**config.mk**
```make
export PLATFORM = sky130hd
export DESIGN_NAME = output_layer
export DESIGN_NICKNAME = d
export VERILOG_FILES = /design/src/rtl/output_layer.sv
export SDC_FILE = /design/constraint.sdc
export NUM_CORES = 2
export LEC_CHECK = 0
export BUFFER_PORTS_ARGS = -buffer_cell sky130_fd_sc_hd__buf_2
export CORE_ASPECT_RATIO = 1.25
export CORE_UTILIZATION = 30
export DETAILED_ROUTE_END_ITERATION = 10
export MAX_ROUTING_LAYER = met4
export SKIP_LAST_GASP = 1
export SLEW_MARGIN = 15
export SYNTH_ARGS = -nofsm -noshare
export SYNTH_HDL_FRONTEND = slang
export SYNTH_SLANG_ARGS = --single-unit
```
**constraint.sdc**
```tcl
create_clock -name clk -period 5.8 [get_ports clk]
set_input_delay 0.87 -clock clk [delete_from_list [all_inputs] [get_ports clk]]
set_output_delay 0.87 -clock clk [all_outputs]
set_load 0.005 [all_outputs]
```
**src/rtl/output_layer.sv**
```systemverilog
// Output fully-connected layer of the digit recognizer: serial MAC of hidden activations
// against 10-wide weight rows, then a hard-sigmoid squash to 4-bit per-digit confidences.
module output_layer #(
    parameter int N_HIDDEN = 16,
    parameter int ACT_W    = 8,
    parameter int WGT_W    = 8,
    parameter int ACC_W    = 20,
    parameter int SHIFT    = 10
) (
    input  logic                        clk,
    input  logic                        n_rst,
    input  logic                        act_valid,
    input  logic [ACT_W-1:0]            act_data,
    input  logic                        act_last,
    output logic                        act_ready,
    output logic [$clog2(N_HIDDEN)-1:0] weight_addr,
    input  logic [0:9][WGT_W-1:0]       weight_data,
    output logic [0:9][3:0]             digit_weights,
    output logic                        network_done,
    output logic                        frame_err
);

    localparam int AW     = $clog2(N_HIDDEN);
    localparam int PROD_W = ACT_W + WGT_W + 1;
    localparam logic [AW-1:0] LAST_BEAT = AW'(N_HIDDEN - 1);
    localparam logic signed [ACC_W-1:0] ACC_MAX = {1'b0, {(ACC_W-1){1'b1}}};
    localparam logic signed [ACC_W-1:0] ACC_MIN = {1'b1, {(ACC_W-1){1'b0}}};

    typedef enum logic [1:0] {
        ACCUM  = 2'd0,
        SQUASH = 2'd1,
        DONE   = 2'd2
    } state_t;

    state_t                   state_q, state_d;
    logic [AW-1:0]            cnt_q, cnt_d;
    logic [3:0]               j_q, j_d;
    logic                     err_q, err_d;
    logic signed [ACC_W-1:0]  acc_q [10];
    logic signed [ACC_W-1:0]  acc_d [10];
    logic [0:9][3:0]          dw_q, dw_d;
    logic                     accept;
    logic                     at_last_beat;

    // Activation is unsigned, so it is zero-extended before the signed multiply.
    function automatic logic signed [PROD_W-1:0] mul(input logic [ACT_W-1:0] a,
                                                     input logic [WGT_W-1:0] w);
        mul = $signed({1'b0, a}) * $signed(w);
    endfunction

    function automatic logic signed [ACC_W-1:0] sat_add(input logic signed [ACC_W-1:0]  a,
                                                        input logic signed [PROD_W-1:0] p);
        logic signed [ACC_W:0] s;
        s = $signed({a[ACC_W-1], a}) + $signed({{(ACC_W+1-PROD_W){p[PROD_W-1]}}, p});
        if (s[ACC_W] != s[ACC_W-1])
            sat_add = s[ACC_W] ? ACC_MIN : ACC_MAX;
        else
            sat_add = s[ACC_W-1:0];
    endfunction

    // Hard sigmoid: floor-shift, recentre on 8, clamp into the 4-bit range.
    function automatic logic [3:0] squash(input logic signed [ACC_W-1:0] a);
        logic signed [ACC_W-1:0] sh;
        logic signed [ACC_W:0]   t;
        sh = a >>> SHIFT;
        t  = $signed({sh[ACC_W-1], sh}) + $signed((ACC_W+1)'(8));
        if (t[ACC_W])
            squash = 4'd0;
        else if (t > $signed((ACC_W+1)'(15)))
            squash = 4'd15;
        else
            squash = t[3:0];
    endfunction

    assign act_ready     = (state_q == ACCUM);
    assign accept        = act_valid && act_ready;
    assign at_last_beat  = (cnt_q == LAST_BEAT);
    assign weight_addr   = cnt_q;
    assign digit_weights = dw_q;
    assign network_done  = (state_q == DONE);
    assign frame_err     = (state_q == DONE) && err_q;

    always_comb begin
        state_d = state_q;
        cnt_d   = cnt_q;
        j_d     = j_q;
        err_d   = err_q;
        acc_d   = acc_q;
        dw_d    = dw_q;
        case (state_q)
            ACCUM: begin
                if (accept) begin
                    for (int k = 0; k < 10; k++)
                        acc_d[k] = sat_add(acc_q[k], mul(act_data, weight_data[k]));
                    cnt_d = cnt_q + AW'(1);
                    // Either end condition closes the frame; disagreement is a framing error.
                    if (act_last || at_last_beat) begin
                        state_d = SQUASH;
                        err_d   = (act_last != at_last_beat);
                        j_d     = 4'd0;
                    end
                end
            end
            SQUASH: begin
                dw_d[j_q] = squash(acc_q[j_q]);
                if (j_q == 4'd9)
                    state_d = DONE;
                else
                    j_d = j_q + 4'd1;
            end
            DONE: begin
                state_d = ACCUM;
                cnt_d   = '0;
                j_d     = 4'd0;
                err_d   = 1'b0;
                for (int k = 0; k < 10; k++)
                    acc_d[k] = '0;
            end
            default: state_d = ACCUM;
        endcase
    end

    always_ff @(posedge clk or negedge n_rst) begin
        if (!n_rst) begin
            state_q <= ACCUM;
            cnt_q   <= '0;
            j_q     <= 4'd0;
            err_q   <= 1'b0;
            dw_q    <= '0;
            for (int k = 0; k < 10; k++)
                acc_q[k] <= '0;
        end else begin
            state_q <= state_d;
            cnt_q   <= cnt_d;
            j_q     <= j_d;
            err_q   <= err_d;
            dw_q    <= dw_d;
            for (int k = 0; k < 10; k++)
                acc_q[k] <= acc_d[k];
        end
    end

endmodule
```
* Word level (Yosys, flattened, before mapping)
Cells that the tools add are included.
** Storage, ports and cells
- Bits in registers :: 251
- Output and inout bits :: 47
- Word-level logic and storage cells :: 125
** Operators by class
- Add/sub/neg operators :: 13
- Multipliers :: 10
- $lt $le $gt $ge :: 3
- Eq/ne operators :: 19
- Muxes and demuxes :: 44
- Bitwise logic cells :: 1
- Reductions and logical operators :: 11
** Operators with widths (count)
- $mux 20 :: 22
- $pmux 200 s2 :: 1
- $add 20x17->21 :: 10
- $mux 200 :: 1
- $mul 9x8->17 :: 10
- $bmux 20 s4 :: 1
- $bwmux 40 :: 1
- $mux 4 :: 8
- $demux 4 s4 :: 1
- $pmux 4 s3 :: 1
- $add 10x5->11 const B :: 1
- $gt 11x5->1 const B :: 1
- $ne 1x1->1 :: 11
- $add 4x1->4 const B :: 2
- $eq 4x4->1 const B :: 2
- $pmux 4 s2 :: 1
- $mux 2 :: 3
- $reduce_and 3->1 :: 2
- $ge 5x5->1 const B :: 1
- $lt 5x1->1 const B :: 1
- $not 4->5 :: 1
- $ne 2x1->1 const B :: 2
- $ne 2x2->1 const B :: 2
- $pmux 2 s2 :: 1
- other kinds (11) :: 14

* Logic depth before layout (Yosys ltp)
- Depth in word-level cells :: 10
- Gate-level depth with buffers :: 29
- Mapped depth without buffers :: 27

* Worst setup path after synthesis
OpenSTA, ideal clock, no wires.
- Path kind :: input port to flip-flop
- Start point :: input port act_data[7]
- End point :: register acc_q[140] (netlist name)
- Setup time :: 0.083 ns
- Arrival time :: 7.378 ns
- Data required time :: 5.717 ns
- Setup slack :: -1.660 ns
- Stages :: 26
- Cells stage by stage :: clkbuf_1 > clkbuf_1 > clkbuf_1 > nand2_1 > fa_1 > inv_1 > fa_1 > fa_1 > fa_1 > fa_1 > ha_1 > o21a_1 > o31a_1 > o31ai_1 > nand3b_1 > a31oi_1 > and2_1 > o21bai_1 > a21oi_1 > xnor2_1 > ha_1 > nor4b_1 > a221o_1 > a211o_1 > clkbuf_1 > o21ai_0
** Between the ends
- Word-level cells in the longest chain between the ends :: 6
- Elaborated cells between the ends (all ways) :: 7
** RTL lines
- start: declaration :: RTL line 13 : input logic [ACT_W-1:0] act_data,
- $mul 9x8->17 (*) :: RTL line 48 : mul = $signed({1'b0, a}) * $signed(w);
- $add 20x17->21 (*) :: RTL line 54 : s = $signed({a[ACC_W-1], a}) + $signed({{(ACC_W+1-PROD_W){p[PROD_W-1]}}, p});
- $mux 20 / $ne 1x1->1 (equally long branches) :: RTL line 56, 55
- $mux 20 (*) :: RTL line 55 : if (s[ACC_W] != s[ACC_W-1])
- $mux 200 (*) :: RTL line 92 : if (accept) begin
- $pmux 200 s2 (*) :: RTL line 90 : case (state_q)
- end signal: indexed assignment :: RTL line 139 : acc_q[k] <= acc_d[k];
- end: declaration :: RTL line 39 : logic signed [ACC_W-1:0] acc_q [10];
Every way passes the cells marked *; elsewhere a longest branch is shown, timed or not. The select of a mux whose other input is x is not followed.
A chain may end at the register's enable or synchronous reset.

* Worst setup path after layout
- Start point :: input port weight_data[58] (netlist name)
- End point :: register acc_q[153] (netlist name)
** Between the ends
- Word-level cells in the longest chain between the ends :: 6
- Elaborated cells between the ends (all ways) :: 7
** RTL lines
- start: declaration :: RTL line 17 : input logic [0:9][WGT_W-1:0] weight_data,
- $mul 9x8->17 (*) :: RTL line 48
- $add 20x17->21 (*) :: RTL line 54
- $mux 20 / $ne 1x1->1 (equally long branches) :: RTL line 56, 55
- $mux 20 (*) :: RTL line 55
- $mux 200 (*) :: RTL line 92
- $pmux 200 s2 (*) :: RTL line 90
Marked as above.

==> impl_metrics.prom <==
# TYPE chip_impl_metric gauge
chip_impl_info{name="status",value="finished, violations left"} 1
chip_impl_info{name="failed_checks",value="negative setup slack"} 1
chip_impl_metric{name="fillCellCount",unit=""} 13000
chip_impl_info{name="r2r-start",value="acc_q[146]"} 1
chip_impl_metric{name="finalCritPeriodShare",unit=""} 1.09
chip_impl_metric{name="design_area",unit="um2"} 50100
chip_impl_metric{name="post-layout-total-power",unit="mW"} 34.1
chip_impl_info{name="worst_hold_path_type",value="primary input to async pin"} 1
chip_impl_info{name="setup_repair_after_global_routing_missed_its_margin",value="true"} 1
chip_impl_info{name="worst-setup-path-type",value="primary input to flop"} 1
chip_impl_metric{name="place_hpwl",unit="um"} 87400
chip_impl_metric{name="initial_cell_density_of_the_core",unit=""} 0.303
chip_impl_metric{name="hold_viol",unit=""} 0
chip_impl_metric{name="ys_seq_elements",unit=""} 251
chip_impl_metric{name="port_buffers",unit=""} 138
chip_impl_metric{name="tns",unit="ps"} -59120
chip_impl_metric{name="drv_slew",unit=""} 0
chip_impl_metric{name="cts.sinks",unit=""} 251
chip_impl_metric{name="regToRegSetupSlack",unit="ps"} -450
chip_impl_metric{name="synth_edf_count",unit=""} 0
chip_impl_metric{name="worst_setup_hold_path_clk_slew",unit="ps"} 60
chip_impl_metric{name="die-area",unit="um2"} 134000
chip_impl_metric{name="synth_nets",unit=""} 5306
chip_impl_metric{name="setup_slack_of_the_critical_path_after_layout",unit="ps"} -519
chip_impl_metric{name="grt_antenna_before_repair",unit=""} 25
chip_impl_metric{name="syn_area_per_cell",unit="um2"} 9.80
chip_impl_metric{name="reg2reg_depth",unit=""} 25
chip_impl_metric{name="vias",unit=""} 31100
chip_impl_metric{name="grt_pass1_vias",unit=""} 33200
chip_impl_metric{name="worst_ep_required_time",unit="ps"} 6350
chip_impl_metric{name="cts.path.max_buffers",unit=""} 3
chip_impl_metric{name="std_cell_rows",unit=""} 148
chip_impl_metric{name="synth_sequential_area_ratio",unit=""} 0.158
chip_impl_metric{name="synth-async-reset-ratio",unit=""} 1.00
chip_impl_metric{name="final_period_demand_of_the_worst_path",unit="ps"} 6320
chip_impl_metric{name="drv.max_cap_violation_count",unit=""} 0
chip_impl_info{name="cts-root-buf",value="sky130_fd_sc_hd__clkbuf_16"} 1
chip_impl_metric{name="finalWeightedCongestion",unit=""} 0.866
chip_impl_metric{name="worst_skew_pair.late_latency",unit="ps"} 650
chip_impl_metric{name="drcViolationCount",unit=""} 0
chip_impl_metric{name="remaining_antenna_violation_count_after_routing",unit=""} 0
chip_impl_metric{name="drive_above_1_share",unit=""} 0.232
chip_impl_metric{name="nNetsFinal",unit=""} 5939
chip_impl_metric{name="cts_buffer_count",unit=""} 31
chip_impl_metric{name="pd_cells",unit="nW/um2"} 680
chip_impl_metric{name="grt_remaining_overflow",unit=""} 0
chip_impl_metric{name="worst_ir_drop_vdd",unit="mV"} 0.412
chip_impl_metric{name="dr.pass1.iters",unit=""} 5
chip_impl_metric{name="finClkSkew",unit="ps"} 31.1
chip_impl_metric{name="routed_wirelength",unit="um"} 113000
chip_impl_metric{name="core",unit="um2"} 131000
chip_impl_metric{name="gr-usage-all-layers",unit=""} 0.175
chip_impl_metric{name="design.portCount",unit=""} 139
chip_impl_info{name="worst_setup_path_start_kind",value="primary input"} 1
chip_impl_info{name="critical_path.cell_chain",value="buf_4 > nand2_1 > fa_1 > fa_1 > inv_2 > fa_1 > fa_1 > fa_1 > ha_4 > o21a_1 > o31a_1 > o31ai_4 > nand3b_1 > a31oi_1 > and2_1 > o21bai_1 > a21oi_2 > xnor2_2 > ha_1 > nor4b_4 > a221o_1 > a211o_4 > buf_16 > o22ai_1"} 1
chip_impl_info{name="worstSetupEndpointType",value="flop"} 1
chip_impl_metric{name="total_leakage_power",unit="nW"} 25.8
chip_impl_metric{name="grt_pass1_wl",unit="um"} 181000
chip_impl_metric{name="synthesis.instances",unit=""} 4045
chip_impl_metric{name="worst-endpoint-arrival",unit="ps"} 6860
chip_impl_info{name="cpMostUsedCell",value="sky130_fd_sc_hd__fa_1"} 1
chip_impl_metric{name="synthDistinctLibCells",unit=""} 73
chip_impl_info{name="critPathSlowestCell",value="sky130_fd_sc_hd__fa_1"} 1
chip_impl_metric{name="maximum_number_of_pins_on_one_net_before_global_route_repair",unit=""} 126
chip_impl_metric{name="critical_path_peak_fanout",unit=""} 7
chip_impl_metric{name="fmax",unit="GHz"} 0.158
chip_impl_metric{name="placed_area",unit="um2"} 46000
chip_impl_metric{name="placement.setup.worst_slack",unit="ps"} -1640
chip_impl_metric{name="drt-initial-drc-count",unit=""} 1666
chip_impl_info{name="r2r-end",value="acc_q[153]"} 1
chip_impl_info{name="ys_dominant_reg_cell",value="sky130_fd_sc_hd__dfrtp_1"} 1
chip_impl_metric{name="critical_path.max_stage_delay",unit="ps"} 540
chip_impl_metric{name="syn2layout_area_growth",unit="%"} 26.3
chip_impl_metric{name="y_dimension_of_the_die",unit="um"} 408
chip_impl_metric{name="post_synth_instance_area",unit="um2"} 39700
chip_impl_metric{name="wl_per_cell",unit="um"} 17.6
chip_impl_info{name="synth_top_area_cell",value="sky130_fd_sc_hd__fa_1"} 1
chip_impl_metric{name="synth_top_area_share",unit=""} 0.264
chip_impl_info{name="cts_tree",value="done"} 1
chip_impl_metric{name="cts_max_level",unit=""} 1
chip_impl_metric{name="hold-worst-slack",unit="ps"} 261
chip_impl_metric{name="timing.final.setup_violations",unit=""} 195
chip_impl_metric{name="avgViaCountPerCell",unit=""} 4.83
chip_impl_info{name="netlist_top_cells_area",value="sky130_fd_sc_hd__fa_1 (26%), sky130_fd_sc_hd__ha_1 (20%), sky130_fd_sc_hd__dfrtp_1 (16%)"} 1
chip_impl_metric{name="worst_slew_pin_tran",unit="ps"} 1040
chip_impl_metric{name="floorplan.die.width",unit="um"} 327
chip_impl_metric{name="timing.slew.headroom",unit=""} 0.302
chip_impl_metric{name="synth.yosys.warnings",unit=""} 0
## per-layer routing
metal  wire (um)  share of wire  track usage  vias up
met4        3660          0.032       0.0464        0
li1            -              -            -    14700
met5           0              0            -        -
met1       46900           0.42        0.212    15700
met3        5150          0.046       0.0205      154
met2       57400           0.51        0.305      564
## sequential cells by signal, indices dropped and copies added (netlist names)
| name | flops |
|---|---|
| acc_q | 200 |
| digit_weights | 40 |
| state_q | 2 |
| weight_addr | 4 |
| j_q | 4 |
| err_q | 1 |
## layout by cell type, fill, tap and decap left out, types with 13 or more instances in the layout
master,Yosys,routed
sky130_fd_sc_hd__inv_1,674,662
sky130_fd_sc_hd__ha_1,646,609
sky130_fd_sc_hd__buf_4,1,508
sky130_fd_sc_hd__fa_1,523,490
sky130_fd_sc_hd__nand2_1,348,325
sky130_fd_sc_hd__and2_1,299,286
sky130_fd_sc_hd__dfrtp_1,251,250
sky130_fd_sc_hd__nor2_1,172,158
sky130_fd_sc_hd__a221o_1,147,147
sky130_fd_sc_hd__buf_2,6,123
sky130_fd_sc_hd__xnor2_1,116,111
sky130_fd_sc_hd__a21oi_1,72,61
sky130_fd_sc_hd__buf_12,0,58
sky130_fd_sc_hd__o21ai_0,80,57
sky130_fd_sc_hd__mux2_2,45,45
sky130_fd_sc_hd__nor3_1,41,40
sky130_fd_sc_hd__a21o_1,38,38
sky130_fd_sc_hd__nand2b_1,39,37
sky130_fd_sc_hd__clkbuf_16,0,36
sky130_fd_sc_hd__xor2_1,35,35
sky130_fd_sc_hd__o21a_1,33,33
sky130_fd_sc_hd__fa_2,0,33
sky130_fd_sc_hd__buf_6,5,31
sky130_fd_sc_hd__ha_4,0,26
sky130_fd_sc_hd__nor2b_1,24,22
sky130_fd_sc_hd__o21bai_1,22,21
sky130_fd_sc_hd__and3_1,21,19
sky130_fd_sc_hd__nand3_1,20,19
sky130_fd_sc_hd__diode_2,0,17
sky130_fd_sc_hd__o21ai_1,4,17
sky130_fd_sc_hd__nand2_2,1,16
sky130_fd_sc_hd__mux4_2,16,16
sky130_fd_sc_hd__or3_1,22,14
sky130_fd_sc_hd__a31oi_1,15,14
sky130_fd_sc_hd__and2_4,0,13
sky130_fd_sc_hd__nor2_4,0,13
sky130_fd_sc_hd__mux2i_1,13,13
sky130_fd_sc_hd__buf_8,0,13
## cells in the mapped netlist, types with 6 or more instances
library cell	count
sky130_fd_sc_hd__a21boi_0	6
sky130_fd_sc_hd__nor2b_1	24
sky130_fd_sc_hd__a31oi_1	15
sky130_fd_sc_hd__mux2i_1	13
sky130_fd_sc_hd__xnor2_1	116
sky130_fd_sc_hd__o221ai_1	7
sky130_fd_sc_hd__buf_2	6
sky130_fd_sc_hd__o2111ai_1	8
sky130_fd_sc_hd__and3_1	21
sky130_fd_sc_hd__or4_1	6
sky130_fd_sc_hd__dfrtp_1	251
sky130_fd_sc_hd__a22oi_1	11
sky130_fd_sc_hd__o21a_1	33
sky130_fd_sc_hd__o31a_1	12
sky130_fd_sc_hd__o22ai_1	17
sky130_fd_sc_hd__a211o_1	13
sky130_fd_sc_hd__nor3_1	41
sky130_fd_sc_hd__nor2_1	172
sky130_fd_sc_hd__buf_1	21
sky130_fd_sc_hd__and2_1	299
sky130_fd_sc_hd__a22o_1	7
sky130_fd_sc_hd__and4_1	8
sky130_fd_sc_hd__nand2b_1	39
sky130_fd_sc_hd__inv_1	674
sky130_fd_sc_hd__nand3b_1	10
sky130_fd_sc_hd__nand3_1	20
sky130_fd_sc_hd__a221oi_1	7
sky130_fd_sc_hd__clkbuf_1	118
sky130_fd_sc_hd__fa_1	523
sky130_fd_sc_hd__ha_1	646
sky130_fd_sc_hd__nand2_1	348
sky130_fd_sc_hd__or3_1	22
sky130_fd_sc_hd__o21bai_1	22
sky130_fd_sc_hd__mux4_2	16
sky130_fd_sc_hd__o211a_1	9
sky130_fd_sc_hd__a221o_1	147
sky130_fd_sc_hd__o21ai_0	80
sky130_fd_sc_hd__a21o_1	38
sky130_fd_sc_hd__a21oi_1	72
sky130_fd_sc_hd__mux2_2	45
sky130_fd_sc_hd__o211ai_1	8
sky130_fd_sc_hd__xor2_1	35
## how the worst max path moves through the flow
stage                               start         end  slack, ps  depth (start not counted)
after detailed placement      act_data[3]  acc_q[161]      -1640                         26
final                     weight_data[58]  acc_q[153]       -520                         24
after floorplan               act_data[7]  acc_q[140]      -1060                         26
after global routing          act_data[6]  acc_q[151]       -690                         26
after CTS                     act_data[1]  acc_q[142]       -510                         26
after global placement        act_data[3]  acc_q[147]      -1680                         26
## power by group
| group | internal, mW | total (mW) | switching (mW) |
|---|---|---|---|
| Sequential | 2.62 | 3.44 | 0.818 |
| Clock | 1.26 | 2.17 | 0.918 |
| Combinational | 14.8 | 28.4 | 13.7 |
| Total | 18.7 | 34.1 | 15.4 |
## cells by family (layout without fill, tap and decap cells)
family,Yosys count,after routing,synth area share
multiplexers,75,75,0.0254
other,0,17,0
AND/OR/NAND/NOR,1026,1026,0.129
buffers and inverters,826,1483,0.0794
flip-flops,251,251,0.158
AO/OA/AOI/OAI,546,546,0.106
XOR/XNOR,152,152,0.0338
adder cells (fa/ha/maj),1169,1169,0.468
## critical path, delay by kind of cell
kind | cells | cell delay [ps]
compound gates | 9 | 1900
simple gates | 4 | 550
buf+inv | 3 | 340
xor+xnor | 1 | 140
fa+ha+maj | 7 | 3040
## metrics by stage
stage | instances | util
floorplan | 4045 | -
global placement | 6239 | 0.352
detailed placement | 6239 | 0.352
CTS | 6383 | 0.375
global route | 6443 | 0.383
finish | 6444 | 0.383
## area by class of cell
cell class	instances	area, um2	area share
antenna	17	42.5	0.000850
clock buffer	45	938	0.0187
clock inverter	12	168	0.00335
inverter	675	2530	0.0506
multi-input combinational	2968	31300	0.626
sequential	251	6280	0.125
tap	1725	2160	0.0431
timing repair buffer	751	6610	0.132
## repair_timing
item | 4_1_cts | 5_1_grt
pin swaps | 72 | 101
hold buffers | 0 | 0
gates resized for setup | 239 | 129
setup buffers | 79 | 41
gates cloned | 10 | 6
setup endpoints to repair | 199 | 200
No activity file was read; power rests on OpenSTA's default activity.
